===== config.mk =====
export PLATFORM = sky130hd
export DESIGN_NAME = sram_reader
export DESIGN_NICKNAME = d
export VERILOG_FILES = /design/src/rtl/sram_reader.sv
export SDC_FILE = /design/constraint.sdc
export NUM_CORES = 1
export LEC_CHECK = 0
export BUFFER_PORTS_ARGS = -buffer_cell sky130_fd_sc_hd__buf_4
export CORE_MARGIN = 2
export CORE_UTILIZATION = 25
export CTS_BUF_LIST = sky130_fd_sc_hd__clkbuf_4
export CTS_CLUSTER_SIZE = 10
export DETAILED_ROUTE_END_ITERATION = 12
export GPL_TIMING_DRIVEN = 0
export PLACE_DENSITY_LB_ADDON = 0.08
export SLEW_MARGIN = 20
export SYNTH_ARGS = -nofsm -noshare
export SYNTH_HDL_FRONTEND = slang
export SYNTH_SLANG_ARGS = --single-unit

===== constraint.sdc =====
create_clock -name clk -period 2.49 [get_ports clk]
set_input_delay 0.3735 -clock clk [delete_from_list [all_inputs] [get_ports clk]]
set_output_delay 0.3735 -clock clk [all_outputs]
set_load 0.05 [all_outputs]

===== src/rtl/sram_reader.sv =====
// sram_reader: read-side sequencer for the 128b x 2048 SRAM macro.
// Takes a base address and word count, issues back-to-back reads on the
// active-low CEN/WEN/A interface, captures Q one cycle after each read edge
// and streams the words out through a DEPTH-entry FIFO on a valid/ready port.
//
// Ports:
//   clk, reset        single clock, synchronous active-high reset
//   start             1-cycle request, accepted only when idle and buffer empty
//   base_addr, length first word address and word count (0..2^ADDR_W)
//   busy, done        busy from the cycle after an accepted start; done pulse
//   CEN, WEN, A       SRAM control (registered); WEN is always 1
//   Q                 SRAM read data, valid the cycle after a CEN=0 edge
//   out_data/valid    head of the output buffer / buffer non-empty
//   out_ready         downstream accept
module sram_reader #(
  parameter int unsigned ADDR_W = 11,
  parameter int unsigned DATA_W = 128,
  parameter int unsigned DEPTH  = 4
) (
  input  logic              clk,
  input  logic              reset,
  input  logic              start,
  input  logic [ADDR_W-1:0] base_addr,
  input  logic [ADDR_W:0]   length,
  output logic              busy,
  output logic              done,
  output logic              CEN,
  output logic              WEN,
  output logic [ADDR_W-1:0] A,
  input  logic [DATA_W-1:0] Q,
  output logic [DATA_W-1:0] out_data,
  output logic              out_valid,
  input  logic              out_ready
);

  localparam int unsigned PTR_W = (DEPTH > 1) ? $clog2(DEPTH) : 1;
  localparam int unsigned CNT_W = PTR_W + 1;
  localparam int unsigned SUM_W = CNT_W + 2;
  localparam int unsigned LEN_W = ADDR_W + 1;

  typedef enum logic [1:0] {
    S_IDLE  = 2'd0,
    S_RUN   = 2'd1,
    S_DRAIN = 2'd2
  } state_e;

  // Sequencer state
  state_e              state_q,   state_d;
  logic [ADDR_W-1:0]   addr_q,    addr_d;
  logic [LEN_W-1:0]    rem_q,     rem_d;
  logic                cen_q,     cen_d;
  logic [ADDR_W-1:0]   a_q,       a_d;
  logic                rd_pend_q, rd_pend_d;
  logic                busy_q,    busy_d;
  logic                done_q,    done_d;

  // Output buffer state
  logic [DATA_W-1:0]   buf_q [DEPTH];
  logic [DATA_W-1:0]   buf_d [DEPTH];
  logic [PTR_W-1:0]    wr_ptr_q,  wr_ptr_d;
  logic [PTR_W-1:0]    rd_ptr_q,  rd_ptr_d;
  logic [CNT_W-1:0]    count_q,   count_d;
  logic                out_valid_q, out_valid_d;
  logic [DATA_W-1:0]   out_data_q,  out_data_d;

  logic                capture_c;
  logic                pop_c;
  logic                cen_low_c;
  logic [SUM_W-1:0]    fill_c;
  logic                room_c;

  // Slot accounting: buffered words + word landing this edge + read issued
  // last edge + the read we would issue now must fit in the buffer.
  always_comb begin
    capture_c = rd_pend_q;
    pop_c     = out_valid_q & out_ready;
    cen_low_c = !cen_q;
    fill_c    = SUM_W'(count_q) + SUM_W'(rd_pend_q) + SUM_W'(cen_low_c) + SUM_W'(1);
    room_c    = (fill_c <= SUM_W'(DEPTH));
  end

  // Sequencer next-state: the first read is issued on the accepting edge
  always_comb begin
    state_d   = state_q;
    addr_d    = addr_q;
    rem_d     = rem_q;
    cen_d     = 1'b1;
    a_d       = a_q;
    rd_pend_d = cen_low_c;
    busy_d    = busy_q;
    done_d    = 1'b0;

    case (state_q)
      S_IDLE: begin
        if (start && (count_q == '0)) begin
          if (length == '0) begin
            done_d = 1'b1;
          end else begin
            cen_d   = 1'b0;
            a_d     = base_addr;
            addr_d  = base_addr + ADDR_W'(1);
            rem_d   = length - LEN_W'(1);
            busy_d  = 1'b1;
            state_d = (length == LEN_W'(1)) ? S_DRAIN : S_RUN;
          end
        end
      end

      S_RUN: begin
        if ((rem_q != '0) && room_c) begin
          cen_d  = 1'b0;
          a_d    = addr_q;
          addr_d = addr_q + ADDR_W'(1);
          rem_d  = rem_q - LEN_W'(1);
          if (rem_q == LEN_W'(1)) begin
            state_d = S_DRAIN;
          end
        end
      end

      S_DRAIN: begin
        // Finish once no read is outstanding; buffered words stay valid.
        if (!rd_pend_q && cen_q) begin
          done_d  = 1'b1;
          busy_d  = 1'b0;
          state_d = S_IDLE;
        end
      end

      default: begin
        state_d = S_IDLE;
      end
    endcase
  end

  // Output FIFO next-state; capture and pop on the same edge both apply
  always_comb begin
    buf_d = buf_q;
    if (capture_c) begin
      buf_d[wr_ptr_q] = Q;
    end
    wr_ptr_d    = wr_ptr_q + PTR_W'(capture_c);
    rd_ptr_d    = rd_ptr_q + PTR_W'(pop_c);
    count_d     = count_q + CNT_W'(capture_c) - CNT_W'(pop_c);
    out_valid_d = (count_d != '0);
    // Hold the head register when empty so stale X data never appears.
    out_data_d  = out_valid_d ? buf_d[rd_ptr_d] : out_data_q;
  end

  // Control and status registers
  always_ff @(posedge clk) begin
    if (reset) begin
      state_q     <= S_IDLE;
      addr_q      <= '0;
      rem_q       <= '0;
      cen_q       <= 1'b1;
      a_q         <= '0;
      rd_pend_q   <= 1'b0;
      busy_q      <= 1'b0;
      done_q      <= 1'b0;
      wr_ptr_q    <= '0;
      rd_ptr_q    <= '0;
      count_q     <= '0;
      out_valid_q <= 1'b0;
      out_data_q  <= '0;
    end else begin
      state_q     <= state_d;
      addr_q      <= addr_d;
      rem_q       <= rem_d;
      cen_q       <= cen_d;
      a_q         <= a_d;
      rd_pend_q   <= rd_pend_d;
      busy_q      <= busy_d;
      done_q      <= done_d;
      wr_ptr_q    <= wr_ptr_d;
      rd_ptr_q    <= rd_ptr_d;
      count_q     <= count_d;
      out_valid_q <= out_valid_d;
      out_data_q  <= out_data_d;
    end
  end

  // Buffer storage needs no reset: occupancy is tracked by count/pointers
  always_ff @(posedge clk) begin
    buf_q <= buf_d;
  end

  assign busy      = busy_q;
  assign done      = done_q;
  assign CEN       = cen_q;
  assign WEN       = 1'b1;
  assign A         = a_q;
  assign out_data  = out_data_q;
  assign out_valid = out_valid_q;

endmodule


Yosys cells after proc, flatten, opt, wreduce, memory -nomap -nowiden. Index checks and enable logic that the tools add are counted.

Bits of input ports: 155. Flip-flop bits (word level): 688. Word-level logic and storage cells: 97. Output and inout bits: 144.

Mux-type cells: 37. $lt $le $gt $ge: 4. Reductions and logical operators: 16. Bitwise logic cells: 3. Equality and inequality tests: 9. Add/subtract/negate cells: 11.

Operator list (count): bitwise mux 512 bit (1); 2-to-1 mux 512 bit (1); 2-to-1 mux 128 bit (3); binary-select mux 128 bit (select 2 bit) (1); demux 128 bit (select 2 bit) (1); 2-to-1 mux 11 bit (6); case mux 11 bit (2 select lines) (2); 2-to-1 mux 12 bit (3); equality test 12 x 1 -> 1 bit, second input constant (2); case mux 12 bit (2 select lines) (1); subtractor 12 x 1 -> 12 bit, second input constant (2); adder 11 x 1 -> 11 bit, second input constant (2); zero test 12 bit (1); 2-to-1 mux 2 bit (6); nonzero test 12 bit (1); != test 2 bit, second input constant (5); 2-to-1 mux 1 bit (8); AND reduction 4 bit (2); greater-or-equal comparator 3 bit, second input constant (2); NOT 2 -> 3 bit (2); case mux 1 bit (2 select lines) (3); case mux 2 bit (3 select lines) (1); adder 4 x 1 -> 5 bit (1); adder 5 x 1 -> 5 bit, second input constant (1); 16 further kinds (22).

Depth between registers and ports, before layout.
Word-level depth: 10. Depth in mapped cells: 13. Mapped depth without buffers: 11.

Least setup slack after synthesis. Ideal clock, no wire load.

Kind: register to register. From: register cen_q (netlist: CEN). To: register addr_q[6]. Arrival time: 2.883 ns. Stages on the path, launching flop included: 11. Data required time: 2.356 ns. Setup slack: -0.527 ns. Period minus slack after synthesis: 3.017 ns. Library setup time: 0.134 ns. Path buffers: 1. Cell sequence: dfxtp_1 ha_1 inv_1 ha_1 fa_1 o21bai_1 a32oi_1 o32a_2 buf_6 o41ai_1 a21oi_1.

Cells in the longest elaborated chain, start to end: 7.

Ends and longest elaborated chain: start: declaration (line 51) `logic cen_q, cen_d;`; start signal: assignment (line 170) `cen_q <= cen_d;`; zero test 1 bit (line 77) `cen_low_c = !cen_q;`; adder 4 x 1 -> 5 bit (line 78) `fill_c = SUM_W'(count_q) + SUM_W'(rd_pend_q) + SUM_W'(cen_low_c) + SUM_W'(1);`; adder 5 x 1 -> 5 bit (line 78); <= comparator 5 x 3 -> 1 bit (line 79) `room_c = (fill_c <= SUM_W'(DEPTH));`; logical AND 1 bit (line 110) `if ((rem_q != '0) && room_c) begin`; != test 2 bit (no line); AND reduction 4 bit (no line); end signal: assignment (line 168) `addr_q <= addr_d;`; end: declaration (line 49) `logic [ADDR_W-1:0] addr_q, addr_d;`.

No other way between the ends. A chain may end at the register's enable or synchronous reset.

Worst setup path in the final report.
From: register out_valid_q (netlist: out_valid). To: register out_data_q[56] (netlist: out_data[56]).

Cells in the longest elaborated chain, start to end: 6. Elaborated cells on any way between the ends: 8. Those cells by class: add/sub (2); mux (3); bitwise (2); reduce/logical (1).

Ends and longest elaborated chain: start: declaration (line 63) `logic out_valid_q, out_valid_d;`; start signal: assignment (line 178) `out_valid_q <= out_valid_d;`; bitwise AND 1 bit (*) (line 76) `pop_c = out_valid_q & out_ready;`; adder 2 x 1 -> 2 bit (line 143) `rd_ptr_d = rd_ptr_q + PTR_W'(pop_c);`; NOT 2 -> 3 bit (implied by the code) (line 147) `out_data_d = out_valid_d ? buf_d[rd_ptr_d] : out_data_q;`; binary-select mux 128 bit (select 2 bit) (line 147); 2-to-1 mux 128 bit (implied by the code) (2 in series) (line 147); end signal: assignment (line 179) `out_data_q <= out_data_d;`; end: declaration (line 64) `logic [DATA_W-1:0] out_data_q, out_data_d;`.

Mark *: on every way between the ends. The rest lies on a longest branch, timed or not. The select of a mux whose other input is x is not followed.

==> impl_metrics.yaml <==
timing:
  timing.final.crit_share: 1.095
  rsz0062_at_grt: "true"
  skew_ns: 0.07256
  hold_viol: 0
  worst_slack_ns: -0.2377
  tightest_slew_ns: 0.9319
  max_freq_mhz: 366.6
  fin_setup_tns_ns: -25.68
  relSlewSlack: 0.3765
  finalSetupViolCount: 164
  maxSlewViolCount: 0
  fin_crit_ns: 2.728
finish:
  syn_to_final_growth_pct: 37.29
  nNetsFinal: 3348
  finalNonFillerCells: 4856
  drive_gt1_frac: 0.5036
power:
  vdd_drop_max_uv: 1007
  leakagePower_uw: 0.01616
  p_per_area_nw_per_um2: 1471
  total_power_uw: 60020
floorplan:
  initial_core_util: 0.2521
  die_h_um: 348.8
  io_pins: 299
  die_w_um: 348.8
  fp-row-count: 126
  coreArea_um2: 117900
  die-area_um2: 121700
clocking:
  path_clk_slew_ns: 0.06
  htreeDepth: 4
  clock_path_buffers: 3
  clock_latency_ns: 1.14
  cts_tree: "built"
  cts.sinks: 688
  root_buffer: "clkbuf_4"
  numCtsBuffers: 201
placed_design:
  port_buffers: 296
  dp_slack_ns: -1.035
  globalplace.congestion: 0.7831
  dp_hpwl_mm: 61.65
  dp_cells: 4169
synthesis:
  synth_edf_count: 0
  ys_top_cells_by_area: "dfxtp_1 46%, mux2_2 20%, mux2i_1 8.8%"
  synthCells: 2337
  avgSynthCellArea_um2: 12.72
  async_flop_share: 0
  synth_nets: 2508
  synth-seq-area-share: 0.4634
  synth_top_cell_by_area: "dfxtp_1"
  netlist_top_cells_count: "688 x dfxtp_1, 523 x mux2_2, 262 x mux2i_1, 166 x nor2_1, 122 x a211oi_2"
  yosysMostFrequentCell: "dfxtp_1"
  ys_ff_latch: 688
  ys.flop_type: "dfxtp_1"
  synth_top_area_share: 0.4634
  ys.warnings.count: 0
  ys_types: 73
  netlist_area_um2: 29720
routing:
  drt-total-wl_mm: 94.73
  ant_nets: 0
  post_drt_wl_per_cell_um: 19.51
  drt_pass1_iterations: 6
  drcViolationCount: 0
  drt-vias-per-instance: 4.390
  vias: 21319
  drt_iter0_drc: 721
global_route:
  grt.total_usage: 0.1528
  gr-total-overflow: 0
  grt_pass1_vias: 23232
  antenna_found_initial: 11
  grt_pass1_wl_mm: 139.9
  grt_max_degree: 17
flow_run:
  max_cap_viol_count: 0
outcome:
  outcome: "finished, violations left"
  violations: "setup timing"
critical_path:
  crit_fanout: 9
  cp-end-kind: "flip-flop"
  cp-start-kind: "flip-flop"
  cp.required_ns: 3.52
  critPathKind: "flip-flop to flip-flop"
  crit_arrival_ns: 3.76
hold_path:
  worst_hold_path_type: "primary input to flip-flop"
## path summary, 6_finish.rpt
path               from  cells after the start           end  slack, ns
max           out_valid                     14  out_data[56]      -0.24
min               Q[11]                      3     buf_q[11]       0.17
max reg2reg   out_valid                     14  out_data[56]      -0.24
min reg2reg  buf_q[383]                      1    buf_q[383]       0.46
## worst max-delay path: stages, from the launching register on
cell and delay, ns:
dfxtp_4 0.34, and2_4 0.18, ha_4 0.21, inv_2 0.06
ha_4 0.11, inv_2 0.03, fa_2 0.33, xor2_1 0.16
xnor2_1 0.22, nand3b_1 0.14, buf_8 0.18, buf_16 0.15
dlymetal6s2s_1 0.18, buf_12 0.16, a211oi_2 0.17
## area by class of cell
class / count / area [um2]
Inverter: 18 / 67.56
Timing Repair Buffer: 641 / 5901
Buffer: 161 / 1837
Sequential cell: 688 / 13790
Clock buffer: 284 / 2132
Clock inverter: 54 / 340.3
Multi-Input combinational cell: 1466 / 14800
Fill cell: 11856 / 77120
Tap cell: 1536 / 1922
Antenna cell: 8 / 20.02
## cells by family after synthesis
logic type,count (synthesis),share of synthesized area
other,1,0.0001262
adder cells (fa/ha/maj),16,0.007240
AND/OR/NAND/NOR,296,0.04466
flip-flops,688,0.4634
XOR/XNOR,15,0.004672
buffers and inverters,183,0.05472
multiplexers,907,0.3478
AO/OA/AOI/OAI,231,0.07737
## cell usage in the layout (no fill, tap or decap), drive strengths merged, types with 3 or more instances in the layout
cell	synthesis	layout
a211oi	134	134
a21oi	29	29
a22oi	3	3
a311oi	6	6
a31oi	5	5
and2	6	6
buf	105	450
bufinv	0	3
clkbuf	40	327
clkinv	0	42
clkinvlp	0	3
dfxtp	688	688
diode	0	8
dlygate4sd1	11	4
dlygate4sd3	6	304
ha	14	14
inv	18	24
mux2	644	644
mux2i	263	263
nand2	53	53
nand2b	4	4
nand3	11	11
nand3b	7	7
nand4	5	5
nor2	166	166
nor2b	6	6
nor3	14	14
nor4	10	10
o211ai	4	4
o21ai	27	27
o32ai	4	4
or3	4	4
xnor2	10	10
xor2	5	5
## through the flow
| stage | hold WS [ns] | util | cell area [um2] |
|---|---|---|---|
| 2_1_floorplan | 0.4338 | - | 29830 |
| 3_3_place_gp | 0.4438 | 0.2881 | 33980 |
| 3_5_place_dp | 0.4501 | 0.2881 | 33980 |
| 4_1_cts | 0.001493 | 0.3415 | 40270 |
| 5_1_grt | 0.03857 | 0.3460 | 40810 |
| 6_report | 0.1654 | 0.3461 | 40810 |
## power by group
part / internal [uW] / switching (uW) / total [uW]
logic: 15800 / 17200 / 32900
registers: 15000 / 1460 / 16400
clock network: 5530 / 5130 / 10700
## repair_timing
| action | 4_1_cts | 5_1_grt |
|---|---|---|
| hold buffers | 298 | 0 |
| setup endpoints to repair | 164 | 166 |
| cloned | 5 | 9 |
| resized for setup | 130 | 97 |
| pin swaps | 18 | 35 |
| hold endpoints to repair | 685 | 0 |
| buffers inserted | 28 | 10 |
## registers in the layout (all words and copies together) (netlist names)
name	count
buf_q	512
out_data	128
rem_q	12
A	11
addr_q	11
count_q	3
rd_ptr_q	2
state_q	2
wr_ptr_q	2
CEN	1
busy	1
capture_c	1
done	1
out_valid	1
## per-layer routing
layer,vias up,share of wire,GRT usage
li1,10231,-,-
met1,10384,0.44,0.1847
met2,475,0.48,0.2547
met3,217,0.049,0.04082
met4,12,0.032,0.06510
met5,-,0.00081,0
(Power assumes the default switching activity.)
